File: config.mk
export PLATFORM = sky130hd
export DESIGN_NAME = hyperbus_reg_async_src
export DESIGN_NICKNAME = d
export VERILOG_FILES = /design/src/rtl/hyperbus_reg_async_pkg.sv /design/src/rtl/hyperbus_reg_async_src_sync.sv /design/src/rtl/hyperbus_reg_async_src.sv
export SDC_FILE = /design/constraint.sdc
export NUM_CORES = 1
export LEC_CHECK = 0
export ABC_AREA = 0
export BUFFER_PORTS_ARGS = -buffer_cell sky130_fd_sc_hd__buf_2
export CAP_MARGIN = 0
export CORE_MARGIN = 2
export CORE_UTILIZATION = 25
export CTS_CLUSTER_DIAMETER = 80
export CTS_CLUSTER_SIZE = 8
export DETAILED_ROUTE_END_ITERATION = 12
export PLACE_DENSITY = 0.5
export SLEW_MARGIN = 5
export SYNTH_ARGS = -nofsm -noshare
export SYNTH_HDL_FRONTEND = slang
export SYNTH_SLANG_ARGS = --single-unit
File: constraint.sdc
create_clock -name clk_sys_i -period 1.95 [get_ports clk_sys_i]
set_input_delay 0.0975 -clock clk_sys_i [delete_from_list [all_inputs] [get_ports clk_sys_i]]
set_output_delay 0.0975 -clock clk_sys_i [all_outputs]
set_load 0.01 [all_outputs]
File: src/rtl/hyperbus_reg_async_pkg.sv
// Shared types for the register-bus async source: FSM states, default bus structs, width helpers.
// Latency: n/a (types and constant functions only).
// Backpressure: n/a.
package hyperbus_reg_async_pkg;

    localparam int unsigned DefAddrWidth = 32;
    localparam int unsigned DefDataWidth = 32;

    typedef enum logic [2:0] {
        IDLE,
        REQ_HI,
        REQ_LO,
        RSP_WAIT,
        RSP_ACK,
        DONE
    } state_e;

    // Field order matches the packed wire order {addr, write, wdata, wstrb, valid}.
    typedef struct packed {
        logic [DefAddrWidth-1:0]   addr;
        logic                      write;
        logic [DefDataWidth-1:0]   wdata;
        logic [DefDataWidth/8-1:0] wstrb;
        logic                      valid;
    } reg_req_t;

    // Field order matches the packed wire order {rdata, error, ready}.
    typedef struct packed {
        logic [DefDataWidth-1:0] rdata;
        logic                    error;
        logic                    ready;
    } reg_rsp_t;

    function automatic int unsigned req_width(input int unsigned aw, input int unsigned dw);
        return aw + 1 + dw + dw / 8 + 1;
    endfunction

    function automatic int unsigned rsp_width(input int unsigned dw);
        return dw + 2;
    endfunction

    localparam int unsigned DefReqWidth = req_width(DefAddrWidth, DefDataWidth);
    localparam int unsigned DefRspWidth = rsp_width(DefDataWidth);

endpackage

File: src/rtl/hyperbus_reg_async_src_sync.sv
// Multi-flop synchronizer for one asynchronous handshake line.
// Latency: Stages cycles from d to q.
// Backpressure: none.
// Ports: clk, rst (sync active-high), d (async in), q (synchronized out).
module hyperbus_sync #(
    parameter int unsigned Stages = 3
) (
    input  logic clk,
    input  logic rst,
    input  logic d,
    output logic q
);
    logic [Stages-1:0] chain;

    always_ff @(posedge clk) begin
        if (rst) begin
            chain <= '0;
        end else begin
            chain <= {chain[Stages-2:0], d};
        end
    end

    assign q = chain[Stages-1];
endmodule

File: src/rtl/hyperbus_reg_async_src.sv
// Register-bus to 4-phase async bridge, source side: one transaction in flight at a time.
// Latency: at least 4*SyncStages+3 cycles from valid to the one-cycle ready pulse.
// Backpressure: requester holds valid until ready; a new request is only sampled in IDLE.
// Ports: clk_sys_i/rst_sys_i (sync active-high), reg_req_i/reg_rsp_o register bus,
//        async_reg_req_* request channel, async_reg_rsp_* response channel.
// Optional: HYPERBUS_REG_ASYNC_TIMEOUT_EN adds a response timeout of TimeoutCycles.
module hyperbus_reg_async_src #(
    parameter int unsigned RegAddrWidth  = 32,
    parameter int unsigned RegDataWidth  = 32,
    parameter int unsigned SyncStages    = 3,
    parameter int unsigned TimeoutCycles = 1024,
    parameter type reg_req_t = hyperbus_reg_async_pkg::reg_req_t,
    parameter type reg_rsp_t = hyperbus_reg_async_pkg::reg_rsp_t,
    localparam int unsigned RegReqWidth = hyperbus_reg_async_pkg::req_width(RegAddrWidth, RegDataWidth),
    localparam int unsigned RegRspWidth = hyperbus_reg_async_pkg::rsp_width(RegDataWidth)
) (
    input  logic                   clk_sys_i,
    input  logic                   rst_sys_i,
    input  reg_req_t               reg_req_i,
    output reg_rsp_t               reg_rsp_o,
    output logic                   async_reg_req_req_o,
    input  logic                   async_reg_req_ack_i,
    output logic [RegReqWidth-1:0] async_reg_req_data_o,
    input  logic                   async_reg_rsp_req_i,
    output logic                   async_reg_rsp_ack_o,
    input  logic [RegRspWidth-1:0] async_reg_rsp_data_i
);
    import hyperbus_reg_async_pkg::*;

    state_e                  state_q, state_d;
    logic                    req_q, req_d;
    logic                    ack_q, ack_d;
    logic [RegReqWidth-1:0]  data_q, data_d;
    logic [RegDataWidth-1:0] rdata_q, rdata_d;
    logic                    err_q, err_d;
    logic                    ack_s, rsp_s;
    logic                    rsp_ready;

    // The far end's own ready bit carries no information for us.
    logic unused_rsp_ready;
    assign unused_rsp_ready = async_reg_rsp_data_i[0];

    hyperbus_sync #(.Stages(SyncStages)) i_sync_ack (
        .clk (clk_sys_i),
        .rst (rst_sys_i),
        .d   (async_reg_req_ack_i),
        .q   (ack_s)
    );

    hyperbus_sync #(.Stages(SyncStages)) i_sync_rsp (
        .clk (clk_sys_i),
        .rst (rst_sys_i),
        .d   (async_reg_rsp_req_i),
        .q   (rsp_s)
    );

`ifdef HYPERBUS_REG_ASYNC_TIMEOUT_EN
    localparam int unsigned CntW = (TimeoutCycles > 2) ? $clog2(TimeoutCycles) : 1;
    logic [CntW-1:0] cnt_q, cnt_d;
    // Remembers that the ready pulse was already given while DONE waits for the lines to drop.
    logic            sent_q;
`endif

    always_ff @(posedge clk_sys_i) begin
        if (rst_sys_i) begin
            state_q <= IDLE;
            req_q   <= 1'b0;
            ack_q   <= 1'b0;
            data_q  <= '0;
            rdata_q <= '0;
            err_q   <= 1'b0;
`ifdef HYPERBUS_REG_ASYNC_TIMEOUT_EN
            cnt_q   <= '0;
            sent_q  <= 1'b0;
`endif
        end else begin
            state_q <= state_d;
            req_q   <= req_d;
            ack_q   <= ack_d;
            data_q  <= data_d;
            rdata_q <= rdata_d;
            err_q   <= err_d;
`ifdef HYPERBUS_REG_ASYNC_TIMEOUT_EN
            cnt_q   <= cnt_d;
            sent_q  <= (state_q == DONE);
`endif
        end
    end

    always_comb begin
        state_d = state_q;
        req_d   = req_q;
        ack_d   = ack_q;
        data_d  = data_q;
        rdata_d = rdata_q;
        err_d   = err_q;
`ifdef HYPERBUS_REG_ASYNC_TIMEOUT_EN
        cnt_d   = cnt_q;
`endif
        case (state_q)
            IDLE: begin
                if (reg_req_i.valid) begin
                    data_d  = {reg_req_i.addr, reg_req_i.write, reg_req_i.wdata,
                               reg_req_i.wstrb, reg_req_i.valid};
                    req_d   = 1'b1;
                    state_d = REQ_HI;
`ifdef HYPERBUS_REG_ASYNC_TIMEOUT_EN
                    cnt_d   = '0;
`endif
                end
            end
            REQ_HI: begin
                if (ack_s) begin
                    req_d   = 1'b0;
                    state_d = REQ_LO;
                end
            end
            REQ_LO: begin
                // data_q stays put until here so the far end can sample it at any point of the handshake.
                if (!ack_s) begin
                    state_d = RSP_WAIT;
                end
            end
            RSP_WAIT: begin
                if (rsp_s) begin
                    rdata_d = async_reg_rsp_data_i[RegRspWidth-1:2];
                    err_d   = async_reg_rsp_data_i[1];
                    ack_d   = 1'b1;
                    state_d = RSP_ACK;
                end
            end
            RSP_ACK: begin
                if (!rsp_s) begin
                    ack_d   = 1'b0;
                    state_d = DONE;
                end
            end
            DONE: begin
`ifdef HYPERBUS_REG_ASYNC_TIMEOUT_EN
                // After a timeout the far end may still be mid-handshake; wait for it to go quiet.
                if (!ack_s && !rsp_s) begin
                    state_d = IDLE;
                end
`else
                state_d = IDLE;
`endif
            end
            default: state_d = IDLE;
        endcase
`ifdef HYPERBUS_REG_ASYNC_TIMEOUT_EN
        if (state_q == REQ_HI || state_q == REQ_LO || state_q == RSP_WAIT) begin
            cnt_d = cnt_q + CntW'(1);
            if (cnt_q == CntW'(TimeoutCycles - 1)) begin
                req_d   = 1'b0;
                ack_d   = 1'b0;
                rdata_d = '0;
                err_d   = 1'b1;
                state_d = DONE;
            end
        end
`endif
    end

`ifdef HYPERBUS_REG_ASYNC_TIMEOUT_EN
    assign rsp_ready = (state_q == DONE) && !sent_q;
`else
    assign rsp_ready = (state_q == DONE);
`endif

    always_comb begin
        reg_rsp_o       = '0;
        reg_rsp_o.ready = rsp_ready;
        reg_rsp_o.rdata = rsp_ready ? rdata_q : '0;
        reg_rsp_o.error = rsp_ready ? err_q : 1'b0;
    end

    assign async_reg_req_req_o  = req_q;
    assign async_reg_rsp_ack_o  = ack_q;
    assign async_reg_req_data_o = data_q;
endmodule
**Word level (Yosys, flattened, before mapping)**

Index checks and enable logic that the tools add are counted.

- Flip-flop bits (word level): 114
- Input bits: 108
- Logic and storage cells: 40

- Equal/unequal tests: 10
- Muxes and demuxes: 14
- Reduce and logical (&&, ||, !) cells: 8

Operators with widths:

| cell | number |
|---|---|
| two-way mux 32 bit | 1 |
| two-way mux 3 bit | 5 |
| one-hot mux 3 bit (5 select lines) | 1 |
| equality test 3 x 2 -> 1 bit (second input constant) | 2 |
| equality test 3 bit (second input constant) | 2 |
| != test 2 bit (second input constant) | 3 |
| AND reduction 3 bit | 2 |
| two-way mux 1 bit | 5 |
| AND reduction 5 bit | 1 |
| != test 2 x 1 -> 1 bit (second input constant) | 2 |
| one-hot mux 1 bit (2 select lines) | 2 |
| AND reduction 2 bit | 2 |
| nonzero test 2 bit | 2 |
| equality test 3 x 1 -> 1 bit (second input constant) | 1 |
| logical NOT 3 bit | 1 |

**Longest topological paths before layout**

- Depth after elaboration: 3
- Gate-level depth with buffers: 6
- Depth with buffers taken out: 3

**By module**

A second synthesis with hierarchy kept.

- Cell total of the unflattened synthesis: 534
- Area, all modules: 4225.3 µm²

Modules (own cells, without submodules):

| module | times used | cells each | area an instance (µm²) |
|---|---|---|---|
| hyperbus_reg_async_src | 1 | 522 | 4067.7 |
| hyperbus_sync | 2 | 6 | 78.8 |

**Worst setup path before layout**

OpenSTA, ideal clock, no wires.

- Path type: flip-flop to flip-flop
- From: reg state_q[0]
- To: reg data_q[44] (netlist: async_reg_req_data_o[44])
- Setup time: 0.132 ns
- Arrival: 1.310 ns
- Data required time: 1.818 ns
- Slack: 0.508 ns
- Cell stages (with the launch flop): 7
- Path buffers: 3
- Period minus slack after synthesis: 1.442 ns
- Path through: dfxtp_1 > or4b_1 > buf_2 > buf_6 > buf_6 > nand2_1 > a21oi_1

- Cells in the longest elaborated chain, start to end: 2

RTL lines:

| item | line | source |
|---|---|---|
| start: declaration | hyperbus_reg_async_src.sv:30 | `state_e state_q, state_d;` |
| start signal: assignment | hyperbus_reg_async_src.sv:77 | `state_q <= state_d;` |
| logical NOT 3 bit | hyperbus_reg_async_src.sv:100 | `case (state_q)` |
| AND reduction 2 bit (no source line) | - |  |
| end signal: assignment | hyperbus_reg_async_src.sv:80 | `data_q <= data_d;` |
| end: declaration | hyperbus_reg_async_src.sv:33 | `logic [RegReqWidth-1:0] data_q, data_d;` |

No other way between the ends.
A chain may end at the register's enable or synchronous reset.

==> impl_metrics.yaml <==
run_status:
  status: "finished clean"
floorplan:
  die_width_um: 134
  initial_utilization_pct: 25.6
  die_h_um: 134
  io_pins: 214
  rows: 47
  core_area_um2: 16600
  die-area_um2: 18100
synthesis:
  avgSynthCellArea_um2: 7.99
  muxShareOfSynthArea_pct: 0
  synth_fa_ha_area_share_pct: 0
  synth_compound_area_share_pct: 13.2
  syn_nets: 640
  synth_warnings: 0
  synthesis.area_um2: 4250
  ys_ff_latch: 114
  syn_inst: 532
  synth_top_family_by_area: "simple AND/OR/NAND/NOR gates"
  synth_cell_types: 26
  synthXorXnorAreaFrac_pct: 0
  yosysSeqAreaShare_pct: 53.7
  synth-simple-area-share_pct: 27.3
worst_setup_path:
  cp_max_fo: 34
  cp_cell_sequence: "buf_4, and3b_1, buf_6, and2_1, buf_2"
  critPathLaunchType: "flop"
  cp_slowest_stage_delay_ns: 0.32
  critical_path_class: "reg2out"
  cpMaxStageDelayCell: "dfxtp_1"
  end_kind: "output port"
  crit_arrival_ns: 1.65
  crit_required_ns: 1.85
  reg2reg_depth: 4
power_and_ir_drop:
  p_clk_share_pct: 47.6
  internal_power_mw: 4.73
  netSwitchingFraction_pct: 23.0
  power.density_nw_per_um2: 867
  total_power_mw: 6.15
  peakVddDrop_uv: 535
  p_comb_share_pct: 11.9
  leakage_nw: 3.22
  p_sw_mw: 1.41
  power_frac_seq_pct: 40.5
timing:
  relSlewSlack_pct: 66.4
  setup_viol: 0
  fin_crit_ns: 1.75
  grt_setup_unrepaired: "false"
  fin_worst_skew_ns: 0.00464
  slew_violations: 0
  hold_viol: 0
  setup_tns_ns: 0
  worst_pin_slew_ns: 0.504
  fmax_ghz: 0.572
  fin_crit_sh_pct: 89.7
  fin_hold_ws_ns: 0.0614
routing:
  drt_iter0_markers: 145
  vias_per_cell: 4.15
  drt.antenna.violating_nets: 0
  drt_wl_total_mm: 13.0
  vias: 4439
  wire_per_inst_um: 12.1
  dr.pass1.iters: 4
  drc: 0
grt:
  antenna_found_initial: 0
  first_global_vias: 4388
  grt_remaining_overflow: 0
  grt_pass1_wl_mm: 21.0
  grt_max_degree: 49
  track_usage_pct: 14.4
layout:
  diodes: 0
  multiInputGateArea_um2: 1720
  area_delta_synth_final_pct: 66.7
  finalNetCount: 946
  layout-drive-gt1-share_pct: 29.9
  seq_area_um2: 2280
  finalNonFillerCells: 1070
  fill_cells: 1689
clock_tree:
  clk_latency_ns: 0.40
  htree_num_levels: 4
  clock_sinks: 114
  cts_tree: "yes"
  cts-root-buf: "clkbuf_16"
  post_cts_buffers: 0
  cts_buffers: 17
  path_clk_slew_ns: 0.05
  clockBufferDepth: 2
placement:
  portBuffers: 212
  placed_cells: 935
  gp_congestion: 0.712
  hpwl_mm: 7.82
hold_path:
  hold_path_class: "in2reg"
  worstHoldPathCells: 3
job:
  maxCapViolCount: 0
[state kept, by name, indices dropped and copies added (netlist names)]
signal,cells
async_reg_req_data_o,70
async_reg_req_req_o,1
async_reg_rsp_ack_o,1
err_q,1
i_sync_ack.chain,3
i_sync_rsp.chain,3
rdata_q,32
state_q,3
[power by group through the flow]
stage	clock network [mW]	registers, mW	logic, mW
2_1_floorplan	0	2.58	0.262
3_3_place_gp	0	2.53	0.575
3_5_place_dp	0	2.53	0.575
4_1_cts	3.04	2.49	0.739
5_1_grt	3.14	2.50	0.809
6_report	2.93	2.49	0.733
[area by class of cell]
| cell class | instances | share of cell area [%] |
|---|---|---|
| multi-input cells | 375 | 24.3 |
| flip-flops and latches | 114 | 32.2 |
| clock inverters | 4 | 0.671 |
| clock buffers | 27 | 7.24 |
| well taps | 220 | 3.88 |
| inverters | 1 | 0.0530 |
| repair buffers | 329 | 31.7 |
[cells in the final DEF, fill, tap and decap left out, types with 2 or more instances in the layout]
| master | count |
|---|---|
| a21oi_1 | 105 |
| and2_1 | 33 |
| buf_12 | 3 |
| buf_2 | 211 |
| buf_4 | 10 |
| clkbuf_1 | 5 |
| clkbuf_16 | 17 |
| clkbuf_8 | 5 |
| clkinv_2 | 2 |
| dfxtp_1 | 114 |
| dlygate4sd3_1 | 104 |
| nand2_1 | 207 |
| nor2_1 | 6 |
| nor2b_1 | 9 |
[synthesized netlist by cell type, drive strengths merged]
library cell	n	area, um^2
nand3b	1	7.51
a31oi	1	6.26
or4b	1	10.0
nand4b	1	8.76
clkbuf	24	90.1
nand4bb	1	11.3
dfxtp	114	2280
nand3	1	5.00
nand2	207	777
o21ai	1	5.00
a21oi	105	526
and2	33	206
nor2	6	22.5
nor3	1	5.00
a21bo	1	10.0
a22oi	1	7.51
a211oi	1	7.51
and3b	1	8.76
nor2b	9	56.3
inv	1	3.75
nor4b	1	23.8
and4b	1	10.0
and3	1	6.26
buf	18	155
[logic make-up after synthesis]
| kind of cell | Yosys count |
|---|---|
| AOI/OAI and AO/OA | 110 |
| buffers and inverters | 43 |
| DFF | 114 |
| and+or+nand+nor | 265 |
[metrics by stage]
step | util [%] | worst slack, ns | instance area, um^2
6_report | 42.7 | 0.201 | 7090
5_1_grt | 42.7 | 0.0653 | 7090
4_1_cts | 42.7 | 0.110 | 7080
3_5_place_dp | 33.0 | 0.369 | 5480
3_3_place_gp | 33.0 | 0.368 | 5480
2_1_floorplan | - | 0.508 | 4250
[metal layers]
metal  global-route usage (%)  vias up  share of wire (%)
met2                     23.6      143                 47
li1                         -     2317                  -
met5                        0        -                  0
met4                     6.32        0                2.0
met1                     17.3     1962                 45
met3                     4.84       17                6.7
[worst paths after layout]
kind | from | to | slack, ns
min | reg_req_i[0] | async_reg_req_req_o | 0.06
max | state_q[1] | reg_rsp_o[30] | 0.20
min reg2reg | i_sync_rsp.chain[0] | i_sync_rsp.chain[1] | 0.44
max reg2reg | state_q[2] | async_reg_req_data_o[7] | 0.35
[critical path: cells and delay by family (launching register included)]
kind	cells	cell delay, ns
DFF	1	0.32
and+or+nand+nor	2	0.40
buffers and inverters	3	0.52
[what timing repair did]
action	CTS	global route
hold endpoints to repair	104	0
hold buffers	104	0
setup endpoints to repair	0	1
gates resized for setup	0	1
(Power assumes the default switching activity.)
